==> src/rtl/sram_arbiter_if.sv <==
// sram_arbiter_if: requester ports A/B plus the SRAM pin bundle of the arbiter
interface sram_arbiter_if #(parameter int ADR = 15, parameter int DAT = 8);
  logic           a_req, a_we, a_ack;
  logic           b_req, b_we, b_ack;
  logic [ADR-1:0] a_addr, b_addr, mem_a;
  logic [DAT-1:0] a_wdata, a_rdata, b_wdata, b_rdata;
  logic [DAT-1:0] mem_din, mem_dout;
  logic           mem_ce_n, mem_we_n, mem_oe_n, busy;
  modport slave (
    input  a_req, a_we, a_addr, a_wdata, b_req, b_we, b_addr, b_wdata, mem_dout,
    output a_rdata, a_ack, b_rdata, b_ack, mem_a, mem_din, mem_ce_n, mem_we_n, mem_oe_n, busy
  );
  modport master (
    output a_req, a_we, a_addr, a_wdata, b_req, b_we, b_addr, b_wdata, mem_dout,
    input  a_rdata, a_ack, b_rdata, b_ack, mem_a, mem_din, mem_ce_n, mem_we_n, mem_oe_n, busy
  );
endinterface

==> src/rtl/sram_arbiter.sv <==
// sram_arbiter: round-robin two-port arbiter sequencing ce_n/we_n/oe_n cycles on one SRAM
module sram_arbiter #(parameter int ADR = 15, parameter int DAT = 8) (
  input logic           clk,
  input logic           rst,
  sram_arbiter_if.slave bus
);
  typedef enum logic [1:0] {IDLE, ACCESS, COMPLETE, ACK} state_t;
  state_t         state_q, state_d;
  logic           last_b_q, last_b_d, gnt_b_q, gnt_b_d, wr_q, wr_d;
  logic           ce_n_q, ce_n_d, we_n_q, we_n_d, oe_n_q, oe_n_d;
  logic           a_ack_q, a_ack_d, b_ack_q, b_ack_d, busy_q, busy_d;
  logic [ADR-1:0] mem_a_q, mem_a_d;
  logic [DAT-1:0] mem_din_q, mem_din_d, a_rdata_q, a_rdata_d, b_rdata_q, b_rdata_d;
  logic           pick_b;
  assign pick_b = bus.b_req && (!bus.a_req || !last_b_q);
  // next state: grant in IDLE, strobe for one cycle, then capture read data and pulse ack
  always_comb begin
    state_d   = state_q;
    last_b_d  = last_b_q;
    gnt_b_d   = gnt_b_q;
    wr_d      = wr_q;
    ce_n_d    = ce_n_q;
    we_n_d    = we_n_q;
    oe_n_d    = oe_n_q;
    a_ack_d   = a_ack_q;
    b_ack_d   = b_ack_q;
    mem_a_d   = mem_a_q;
    mem_din_d = mem_din_q;
    a_rdata_d = a_rdata_q;
    b_rdata_d = b_rdata_q;
    case (state_q)
      IDLE: if (bus.a_req || bus.b_req) begin
        gnt_b_d   = pick_b;
        last_b_d  = pick_b;
        wr_d      = pick_b ? bus.b_we : bus.a_we;
        mem_a_d   = pick_b ? bus.b_addr : bus.a_addr;
        mem_din_d = pick_b ? bus.b_wdata : bus.a_wdata;
        ce_n_d    = 1'b0;
        we_n_d    = !wr_d;
        oe_n_d    = wr_d;
        state_d   = ACCESS;
      end
      ACCESS: begin
        ce_n_d  = 1'b1;
        we_n_d  = 1'b1;
        oe_n_d  = 1'b1;
        state_d = COMPLETE;
      end
      COMPLETE: begin
        a_ack_d   = !gnt_b_q;
        b_ack_d   = gnt_b_q;
        a_rdata_d = (!wr_q && !gnt_b_q) ? bus.mem_dout : a_rdata_q;
        b_rdata_d = (!wr_q && gnt_b_q) ? bus.mem_dout : b_rdata_q;
        state_d   = ACK;
      end
      default: begin
        a_ack_d = 1'b0;
        b_ack_d = 1'b0;
        state_d = IDLE;
      end
    endcase
    busy_d = state_d != IDLE;
  end
  // all state and outputs registered; reset leaves last grant on B so A wins the first tie
  always_ff @(posedge clk or posedge rst) begin
    if (rst) begin
      state_q   <= IDLE;
      last_b_q  <= 1'b1;
      gnt_b_q   <= 1'b0;
      wr_q      <= 1'b0;
      ce_n_q    <= 1'b1;
      we_n_q    <= 1'b1;
      oe_n_q    <= 1'b1;
      a_ack_q   <= 1'b0;
      b_ack_q   <= 1'b0;
      busy_q    <= 1'b0;
      mem_a_q   <= '0;
      mem_din_q <= '0;
      a_rdata_q <= '0;
      b_rdata_q <= '0;
    end else begin
      state_q   <= state_d;
      last_b_q  <= last_b_d;
      gnt_b_q   <= gnt_b_d;
      wr_q      <= wr_d;
      ce_n_q    <= ce_n_d;
      we_n_q    <= we_n_d;
      oe_n_q    <= oe_n_d;
      a_ack_q   <= a_ack_d;
      b_ack_q   <= b_ack_d;
      busy_q    <= busy_d;
      mem_a_q   <= mem_a_d;
      mem_din_q <= mem_din_d;
      a_rdata_q <= a_rdata_d;
      b_rdata_q <= b_rdata_d;
    end
  end
  assign bus.mem_a    = mem_a_q;
  assign bus.mem_din  = mem_din_q;
  assign bus.mem_ce_n = ce_n_q;
  assign bus.mem_we_n = we_n_q;
  assign bus.mem_oe_n = oe_n_q;
  assign bus.a_ack    = a_ack_q;
  assign bus.b_ack    = b_ack_q;
  assign bus.a_rdata  = a_rdata_q;
  assign bus.b_rdata  = b_rdata_q;
  assign bus.busy     = busy_q;
endmodule

==> src/flat_wrapper.sv <==
// flat-port wrapper written by rule: the top's interface ports become plain ports
module sram_arbiter_flat 
#(parameter int ADR = 15, parameter int DAT = 8)
  (clk, rst, bus_a_req, bus_a_we, bus_a_addr, bus_a_wdata, bus_b_req, bus_b_we, bus_b_addr, bus_b_wdata, bus_mem_dout, bus_a_rdata, bus_a_ack, bus_b_rdata, bus_b_ack, bus_mem_a, bus_mem_din, bus_mem_ce_n, bus_mem_we_n, bus_mem_oe_n, bus_busy);
  sram_arbiter_if #(.ADR(ADR), .DAT(DAT)) bus_i ();
  input logic clk;
  input logic rst;
  input wire logic [$bits(bus_i.a_req)-1:0] bus_a_req;
  input wire logic [$bits(bus_i.a_we)-1:0] bus_a_we;
  input wire logic [$bits(bus_i.a_addr)-1:0] bus_a_addr;
  input wire logic [$bits(bus_i.a_wdata)-1:0] bus_a_wdata;
  input wire logic [$bits(bus_i.b_req)-1:0] bus_b_req;
  input wire logic [$bits(bus_i.b_we)-1:0] bus_b_we;
  input wire logic [$bits(bus_i.b_addr)-1:0] bus_b_addr;
  input wire logic [$bits(bus_i.b_wdata)-1:0] bus_b_wdata;
  input wire logic [$bits(bus_i.mem_dout)-1:0] bus_mem_dout;
  output wire logic [$bits(bus_i.a_rdata)-1:0] bus_a_rdata;
  output wire logic [$bits(bus_i.a_ack)-1:0] bus_a_ack;
  output wire logic [$bits(bus_i.b_rdata)-1:0] bus_b_rdata;
  output wire logic [$bits(bus_i.b_ack)-1:0] bus_b_ack;
  output wire logic [$bits(bus_i.mem_a)-1:0] bus_mem_a;
  output wire logic [$bits(bus_i.mem_din)-1:0] bus_mem_din;
  output wire logic [$bits(bus_i.mem_ce_n)-1:0] bus_mem_ce_n;
  output wire logic [$bits(bus_i.mem_we_n)-1:0] bus_mem_we_n;
  output wire logic [$bits(bus_i.mem_oe_n)-1:0] bus_mem_oe_n;
  output wire logic [$bits(bus_i.busy)-1:0] bus_busy;
  assign bus_i.a_req = bus_a_req;
  assign bus_i.a_we = bus_a_we;
  assign bus_i.a_addr = bus_a_addr;
  assign bus_i.a_wdata = bus_a_wdata;
  assign bus_i.b_req = bus_b_req;
  assign bus_i.b_we = bus_b_we;
  assign bus_i.b_addr = bus_b_addr;
  assign bus_i.b_wdata = bus_b_wdata;
  assign bus_i.mem_dout = bus_mem_dout;
  assign bus_a_rdata = bus_i.a_rdata;
  assign bus_a_ack = bus_i.a_ack;
  assign bus_b_rdata = bus_i.b_rdata;
  assign bus_b_ack = bus_i.b_ack;
  assign bus_mem_a = bus_i.mem_a;
  assign bus_mem_din = bus_i.mem_din;
  assign bus_mem_ce_n = bus_i.mem_ce_n;
  assign bus_mem_we_n = bus_i.mem_we_n;
  assign bus_mem_oe_n = bus_i.mem_oe_n;
  assign bus_busy = bus_i.busy;
  sram_arbiter #(.ADR(ADR), .DAT(DAT)) u_core (.clk(clk), .rst(rst), .bus(bus_i));
endmodule
==> config.mk <==
export PLATFORM = sky130hd
export DESIGN_NAME = sram_arbiter_flat
export DESIGN_NICKNAME = d
export VERILOG_FILES = /design/src/rtl/sram_arbiter_if.sv /design/src/rtl/sram_arbiter.sv /design/src/flat_wrapper.sv
export SDC_FILE = /design/constraint.sdc
export NUM_CORES = 1
export LEC_CHECK = 0
export CAP_MARGIN = 20
export CORE_UTILIZATION = 42
export CTS_BUF_LIST = sky130_fd_sc_hd__clkbuf_4 sky130_fd_sc_hd__clkbuf_8
export DETAILED_ROUTE_END_ITERATION = 16
export GPL_TIMING_DRIVEN = 0
export PLACE_DENSITY = 0.84
export SLEW_MARGIN = 20
export SYNTH_ARGS = -nofsm -noshare
export SYNTH_HDL_FRONTEND = slang
export SYNTH_SLANG_ARGS = --single-unit
export TNS_END_PERCENT = 100
==> constraint.sdc <==
create_clock -name clk -period 1.7 [get_ports clk]
set_input_delay 0.255 -clock clk [delete_from_list [all_inputs] [get_ports clk]]
set_output_delay 0.255 -clock clk [all_outputs]
set_load 0.05 [all_outputs]
==> Yosys cells after proc, flatten, opt, wreduce, memory -nomap -nowiden <==
Cells that the tools add are included.
Widths: inputs -> output; s select.
{ "totals": {"ff_bits": 50, "output_inout_bits": 45, "in_bits": 60} }
{ "classes": {"n_reduce_logical": 18, "n_eq_ne": 3, "muxes": 13} }
{ "ops": {"columns": ["op", "count"], "rows": [
  ["$mux 15", 1],
  ["$pmux 1 s2", 5],
  ["$mux 8", 1],
  ["$reduce_and 2->1", 4],
  ["$pmux 2 s3", 1],
  ["$logic_not 1->1", 5],
  ["$mux 1", 4],
  ["$reduce_bool 2->1", 2],
  ["$logic_and 1x1->1", 3],
  ["$eq 2x1->1 const B", 1],
  ["$eq 2x2->1 const B", 1],
  ["$logic_not 2->1", 1],
  ["$logic_or 1x1->1", 2],
  ["$mux 2", 1],
  ["$ne 2x1->1 const B", 1],
  ["$reduce_or 2->1", 1]
]} }

==> Depth between registers and ports, before layout <==
Gate-level depths: netlist (run 1).
{ "logic_depth": {"ltp_word": 7, "mapped_depth": 6, "ltp_nobuf": 5} }

==> Worst setup path after synthesis (run 1) <==
Ideal clock, no wire load.
{ "synth_timing": {"path_type": "register -> register", "start": "register u_core.state_q[0]", "end": "register u_core.wr_q", "path_buffers": 1, "path_slack_ps": 129, "arrival_time_ps": 1446, "required_time_ps": 1575, "stages_incl_launch_ff": 6, "period_less_slack_ps": 1571, "cell_sequence": "dfrtp_1 inv_1 ha_1 o21ai_1 clkbuf_1 mux2_2"} }
{ "synth_between": {"elab_chain_len": 2} }
{ "synth_rtl": {"columns": ["element", "line_no", "rtl"], "rows": [
  ["start: declaration", "sram_arbiter.sv:8", "state_t state_q, state_d;"],
  ["start signal: assignment", "sram_arbiter.sv:82", "state_q <= state_d;"],
  ["$logic_not 2->1", "sram_arbiter.sv:31", "case (state_q)"],
  ["$reduce_and 2->1 (no source line)", null, null],
  ["end signal: assignment", "sram_arbiter.sv:85", "wr_q <= wr_d;"],
  ["end: declaration", "sram_arbiter.sv:9", "logic last_b_q, last_b_d, gnt_b_q, gnt_b_d, wr_q, wr_d;"]
]} }
No other way between the ends.
A chain may end at the register's enable or synchronous reset.

==> Final worst setup path (run 1) <==
{ "layout_timing": {"start": "register u_core.busy_q (netlist: u_core.bus.busy)", "end": "output port bus_busy"} }
{ "layout_rtl": {"columns": ["element", "line_no", "rtl"], "rows": [
  ["start: declaration", "sram_arbiter.sv:11", "logic a_ack_q, a_ack_d, b_ack_q, b_ack_d, busy_q, busy_d;"],
  ["start signal: assignment", "sram_arbiter.sv:91", "busy_q <= busy_d;"],
  ["end: declaration", "flat_wrapper.sv:26", "output wire logic [$bits(bus_i.busy)-1:0] bus_busy;"]
]} }
No word-level cell between the ends.

==> results.md, run 1 <==
* Placed insts at 352
* Clock power frac at 10.6%
* Routability cong. at 0.703
* Drt first pass iters at 4
* Int Pwr at 3.38 mW
* Relative slew slack at 64.3%
* P&R area growth vs syn at 56.3%
* TritonCTS Buffers at 5
* Layout cell share with drive strength beyond 1 at 15.8%
* Number of synthesized register bits at 50
* Inserted Diodes at 0
* Comb pwr share at 58.9%
* P_sw at 3.40 mW
* Detail Placement HPWL at 3940 um
* GRT overflow at 0
* Buf+Inv Stages, Crit Path at 1
* Worst-Margin Slew at 0.538 ns
* Clk sink count at 50
* Yosys cell types at 24
* Setup tns final at 0 ns
* Final core occ at 69.8%
* Drc violations at 0
* Routed Antenna Nets at 0
* Vias in the first global route at 1693
* Initial core utilization at 44.7%
* Status: complete, no violations
* Pwr Density at 2020 nW/um2
* Crit end category: output pin
* Post-Route WL at 4950 um
* Cells along the critical path: clkdlybuf4s50_1
* Vias per inst at 4.83
* Fin nets at 354
* Vias at 1733
* Unrepaired setup endpoints after global routing: no
* Peak fanout along the critical path at 1
* Post-DR wirelength/cell at 13.8 um
* Final Non-Filler Cells at 359
* Top Ports at 105
* Most frequent cells in the layout: 60 x clkdlybuf4s50_1, 46 x dfrtp_1, 41 x dlygate4sd2_1
* Crit-path leading delay family: buffers and inverters
* Max-cap violations at 0
* Placement Setup Slack at -0.295 ns
* Worst hold path type: in2async
* Die width at 73.6 um
* Sequential Power Share at 30.6%
* Sw frac at 50.1%
* Crit-path max cell delay at 0.79 ns
* DRT iter0 DRCs at 46
* Slew Limit Fails at 0
* Worst Setup Path Type: reg2out
* Maximum clock rate at 599 MHz
* Hold Vio Cnt, Final at 0
* Register area share after synthesis at 58.4%
* Die height at 73.6 um
* Leading cell type in the layout, fill and taps excluded: clkdlybuf4s50_1
* Leak Pwr at 1.64 nW
* Max Clock Skew at 0.00711 ns
* Post-CTS Hold Fix Bufs at 0
* CP Data Arrival Time at 1.42 ns
* Minimum clock period at 1.67 ns
* Syn Area/Cell at 12.0 um2
* Syn Nets at 243
* H-tree levels at 2
* Number of buffers added on ports at 104
* CTS root buf: clkbuf_8
* Initial antenna violation count at 0
* Req. time, crit path at 1.44 ns
* Startpoint class of the critical path: flop
* Core ar. at 4820 um2
* Worst r2r dst: u_core.bus.mem_oe_n
* Tcrit/Tclk final at 98.2%
* CP max stage cell: clkdlybuf4s50_1
* Worst r2r src: u_core.state_q[1]
* Clock slew at reported path FFs at 0.09 ns
* Worst reg2reg path depth at 5
* Max VDD drop at 943 uV
* Die area at 5410 um2
* Gr usage total at 19.2%
* Clock buffer depth at 2
* Synth Cell Area at 2150 um2
* Worst-Skew Late Latency at 0.29 ns
* First-pass GRT wire length at 7770 um
* Final setup fails at 0
* Flop-to-flop setup slack at 0.12 ns
* CTS tree: done
* Synth warn at 0
* Core Rows at 25
* Largest net degree at the start of global routing at 32
* Setup ws final at 0.0299 ns
* Syn Inst Count at 180
[final cells by class]
cell class | instances | area [um2]
well taps | 67 | 83.8
multi-input cells | 116 | 840
inverters | 4 | 15.0
plain buffers | 9 | 56.3
clock inverters | 1 | 5.00
flip-flops and latches | 50 | 1260
clock buffers | 7 | 90.1
fillers | 403 | 1450
repair buffers | 105 | 1020
[sequential cells by signal, summed over array words and instances, names as in the netlist]
register	flops
u_core.bus.mem_din	8
u_core.bus.b_ack	1
u_core.state_q	2
u_core.bus.a_ack	1
u_core.bus.mem_ce_n	1
u_core.bus.mem_we_n	1
u_core.last_b_q	1
u_core.gnt_b_q	1
u_core.bus.mem_a	15
u_core.wr_q	1
u_core.bus.mem_oe_n	1
u_core.bus.busy	1
u_core.bus.a_rdata	8
u_core.bus.b_rdata	8
[layer usage]
layer | vias up | track usage [%] | routed length, um
met5 | - | 0 | 0
met4 | 0 | 7.05 | 61
met3 | 7 | 4.66 | 429
met2 | 75 | 33.0 | 2440
met1 | 804 | 23.5 | 2010
li1 | 847 | - | -
[power by group through the flow]
stage                     clock [mW]  sequential, mW  combinational (mW)
after global placement             0            2.10                4.25
after CTS                      0.721            2.08                4.01
after floorplan                    0            3.91                1.04
after detailed placement           0            2.12                4.33
final                          0.716            2.07                3.99
after global routing           0.767            2.15                4.25
[through the flow]
| stage | hold WS, ns | total power, mW | cell area (um2) |
|---|---|---|---|
| 2_1_floorplan | 0.325 | 4.96 | 2150 |
| 3_3_place_gp | 0.461 | 6.35 | 3280 |
| 3_5_place_dp | 0.469 | 6.45 | 3300 |
| 4_1_cts | 0.296 | 6.82 | 3340 |
| 5_1_grt | 0.323 | 7.17 | 3360 |
| 6_report | 0.292 | 6.78 | 3360 |
[worst max path at each step]
stage	from	slack, ns	depth (start not counted)	end
2_1_floorplan	u_core.state_q[0]	0.13	5	u_core.wr_q
3_3_place_gp	rst	-0.67	2	u_core.bus.mem_a[14]
3_5_place_dp	bus_b_req	-0.30	4	u_core.wr_q
4_1_cts	u_core.bus.b_rdata[4]	0.002	1	bus_b_rdata[4]
5_1_grt	u_core.bus.busy	0.0003	1	bus_busy
6_report	u_core.bus.busy	0.03	1	bus_busy
[Yosys cell counts]
library cell,count,area (um2)
nor2_1,2,7.51
nand2_1,27,101
or2_2,3,18.8
mux2i_1,24,240
o31a_1,1,8.76
a21oi_1,4,20.0
or3b_2,1,8.76
dfrtp_1,46,1150
a21bo_1,1,10.0
clkbuf_1,7,26.3
nand2b_1,1,6.26
ha_1,3,37.5
o21ai_1,1,5.00
inv_1,4,15.0
buf_4,2,15.0
o21ai_0,26,130
o31ai_1,1,7.51
a21o_1,1,7.51
buf_6,1,11.3
dfstp_2,4,105
mux2_2,17,191
mux2_4,1,15.0
a31oi_1,1,6.26
nor2_2,1,6.26
[worst register-to-register path, stage by stage, from the launching register on]
cell,delay (ns)
dfrtp_1,0.39
inv_1,0.11
ha_2,0.26
or3b_2,0.50
a21o_1,0.17
o31a_1,0.09
[kinds of logic (layout without fill, tap and decap cells)]
group / Yosys count / in the layout / share of synthesized area (%)
compound gates: 36 / 36 / 9.07
fa+ha+maj: 3 / 3 / 1.74
simple gates: 35 / 35 / 6.92
flops: 50 / 50 / 58.4
buf+inv: 14 / 126 / 3.14
mux: 42 / 42 / 20.8
[timing repair]
action | in CTS | in global routing
resized for setup | 43 | 13
hold endpoints to repair | 0 | 0
endpoints found under the setup margin | 51 | 36
buffers inserted | 0 | 0
(Power assumes the default switching activity.)
==> inputs of run 2 (changes only) <==
Settings changed: ABC_AREA set to 1, CORE_ASPECT_RATIO set to 0.9, CORE_UTILIZATION 42 to 43, PLACE_DENSITY 0.84 to 0.83.
==> run 2 against run 1 <==
  * Sequential share of layout area fell by 2.0 points
  * First-iteration DRC count is 78% higher
  * Combinational power increased by 5%
  * Critical endpoint is now bus_mem_we_n
  * Highest routed layer unchanged
==> results.md, run 2 <==
* Crit-path max cell delay at 0.54 ns (-0.25 ns)
* WHS at 0.301 ns (+0.00970 ns)
* CP Data Arrival Time at 1.35 ns (-0.07 ns)
* Syn Area/Cell at 7.92 um2 (-34%)
* Most common cell in the netlist: nand2_1
* Inserted Diodes at 0 (unchanged)
* Area leader, netlist: dfrtp_1
* Commonest cells post-synth: 150 x nand2_1, 46 x dfrtp_1, 28 x nand3_1
* Relative slew slack at 64.7% (+0.47 points)
* Fin nets at 472 (+33%)
* Flop-to-flop setup slack at 0.15 ns (+0.03 ns)
* Post-Route WL at 6140 um (+24%)
* Clk sink count at 50 (unchanged)
* Vias in the first global route at 2330 (+38%)
* Core ar. at 5260 um2 (+9.1%)
* Max VDD drop at 1000 uV (+6.4%)
* H-tree levels at 2 (unchanged)
* Worst r2r src: u_core.state_q[0]
* Crit end category: output pin
* Worst r2r dst: u_core.bus.a_rdata[0]
* Worst hold path type: in2async
* Post-CTS Hold Fix Bufs at 0 (unchanged)
* CP max stage cell: dfstp_2
* DRT iter0 DRCs at 82 (+78%)
* CTS root buf: clkbuf_8
* Status: complete, no violations
* Crit-path leading delay family: flip-flops
* Worst-Skew Late Latency at 0.30 ns (about the same)
* GRT overflow at 0 (unchanged)
* Buf+Inv Stages, Crit Path at 1 (unchanged)
* Maximum clock rate at 621 MHz (+3.8%)
* First-pass GRT wire length at 10400 um (+33%)
* Initial antenna violation count at 0 (unchanged)
* Die width at 80.0 um (+8.7%)
* Gr usage total at 23.1% (+3.8 points)
* Clock slew at reported path FFs at 0.10 ns (about the same)
* Pwr Density at 2000 nW/um2 (-0.80%)
* Vias at 2274 (+31%)
* Syn Nets at 360 (+48%)
* P&R area growth vs syn at 51.3%
* Startpoint class of the critical path: flop
* Sequential Power Share at 29.3% (-1.3 points)
* Worst-Margin Slew at 0.528 ns (-0.00989 ns)
* P_sw at 3.71 mW (+9.1%)
* Int Pwr at 3.41 mW (+0.76%)
* Req. time, crit path at 1.44 ns (about the same)
* Initial core utilization at 44.8% (+0.087 points)
* Drc violations at 0 (unchanged)
* Post-DR wirelength/cell at 12.9 um (-6.7%)
* Register area share after synthesis at 53.4% (-5.0 points)
* Drt first pass iters at 6 (+2)
* Sw frac at 52.1% (+2.0 points)
* CTS tree: done
* Minimum clock period at 1.61 ns (-0.0606 ns)
* Post-Synth XOR/XNOR Area at 0% (unchanged)
* Max reg flops at 15 (unchanged)
* Syn Inst Count at 297 (+65%)
* Clock buffer depth at 2 (unchanged)
* Clock power frac at 12.0% (+1.4 points)
* Post-synthesis mux area share at 0% (-21 points)
* Async SR Flop Fraction at 100% (unchanged)
* Vias per inst at 4.77 (-1.2%)
* Simple-gate portion of the synthesized area at 33.9% (+27 points)
* Top Ports at 105 (unchanged)
* Yosys cell types at 22 (-8.3%)
* Unrepaired setup endpoints after global routing: no
* Core Rows at 25 (unchanged)
* Synth warn at 0 (unchanged)
* Tcrit/Tclk final at 94.7% (-3.6 points)
* Largest net degree at the start of global routing at 28 (-13%)
* Top cell type's share of synthesized area at 48.9% (-4.6 points)
* Number of synthesized register bits at 50 (unchanged)
* Routability cong. at 0.836 (+19%)
* Pwr Total at 7.12 mW (+5.0%)
* Comb pwr share at 58.7% (-0.2 points)
* Top_reg_cell synth: dfrtp_1
* Layout cell share with drive strength beyond 1 at 8.05% (-7.7 points)
* Synth Cell Area at 2350 um2 (+9.3%)
* Peak fanout along the critical path at 2 (+1)
* Post-CTS Setup Bufs at 0 (unchanged)
* Die area at 5770 um2 (+6.6%)
* Cells along the critical path: dlygate4sd2_1
* Largest family of logic cells by synthesized area: simple AND/OR/NAND/NOR gates
* Slew Limit Fails at 0 (unchanged)
* Leading cell type in the layout, fill and taps excluded: nand2_1
* Max-cap violations at 0 (unchanged)
* Most frequent cells in the layout: 150 x nand2_1, 59 x clkdlybuf4s50_1, 46 x dfrtp_1
* EDFF count, synth at 0 (unchanged)
* Max Clock Skew at 0.0104 ns (+0.00327 ns)
* Die height at 72.2 um (-1.9%)
* Final setup fails at 0 (unchanged)
* Hold Vio Cnt, Final at 0 (unchanged)
* Worst Setup Path Type: reg2out
* Leak Pwr at 1.91 nW (+17%)
* Routed Antenna Nets at 0 (unchanged)
* TritonCTS Buffers at 5 (unchanged)
* Worst reg2reg path depth at 8 (+3)
* Synth Area in Adders at 1.60% (-0.15 points)
* Number of buffers added on ports at 104 (unchanged)
* Detail Placement HPWL at 4680 um (+19%)
* Top cells by area, synth: dfrtp_1 49%, nand2_1 24%, nand3_1 6.0%
* Synth Area in Compound Gates at 4.47% (-4.6 points)
run 2: cell count changes after synthesis, moves of 3 or more:
cell      previous run  this run
clkbuf_1             7         1
o21ai_0             26        11
nand2_1             27       150
a21oi_1              4         1
mux2_2              17         0
nand3_1              0        28
buf_4                2         5
o21ai_1              1         9
nor2_1               2         7
mux2i_1             24         0
or2_2                3         0
buf_2                0         5
inv_1                4        15
run 2: power by group through the flow:
stage | logic (mW) | registers (mW) | clock network (mW)
6_report | 4.17 | 2.09 | 0.855
4_1_cts | 4.22 | 2.09 | 0.881
3_3_place_gp | 4.49 | 2.10 | 0
2_1_floorplan | 1.26 | 3.87 | 0
5_1_grt | 4.51 | 2.16 | 0.919
3_5_place_dp | 4.56 | 2.12 | 0
run 2: timing repair:
| action | 4_1_cts | 5_1_grt |
|---|---|---|
| gates cloned | 0 | 0 |
| resized for setup | 45 | 2 |
| setup endpoints to repair | 45 | 2 |
run 2: per-stage QoR:
stage	instance area (um2)	setup TNS, ns	instances	utilization, %	worst slack, ns
final	3560	0	477	67.7	0.0905
after global routing	3560	0	477	67.7	0.0126
after CTS	3560	0	477	67.7	0.0716
after detailed placement	3500	0	469	66.5	0.0850
after global placement	3480	-31.06	468	66.2	-0.655
after floorplan	2350	0	297	-	0.250
run 2: worst max-delay path by stage:
stage	startpoint	end	slack, ns	cells after the start
2_1_floorplan	rst	u_core.bus.a_ack	0.25	1
3_3_place_gp	rst	u_core.state_q[0]	-0.66	2
3_5_place_dp	bus_a_req	u_core.bus.mem_a[3]	0.08	8
4_1_cts	u_core.bus.mem_we_n	bus_mem_we_n	0.07	1
5_1_grt	u_core.state_q[0]	u_core.bus.a_rdata[0]	0.01	8
6_report	u_core.bus.mem_we_n	bus_mem_we_n	0.09	1
run 2: area by class of cell:
class	count	area (um2)
Buffer	13	90.1
Clock buffer	5	68.8
Clock inverter	3	47.5
Fill cell	456	1700
Inverter	17	66.3
Multi-Input combinational cell	217	941
Sequential cell	50	1260
Tap cell	67	83.8
Timing Repair Buffer	105	1000
run 2: cells by family (layout without fill, tap and decap cells):
group	Yosys count	in the layout
buf+inv	30	143
fa+ha+maj	3	3
flops	50	50
simple gates	193	193
compound gates	21	21
run 2: layer usage:
metal	vias to the layer above	routed length, um	global-route usage (%)
met2	68	3010	40.8
li1	1147	-	-
met4	0	121	7.14
met5	-	0	0
met3	13	296	3.27
met1	1046	2710	29.4
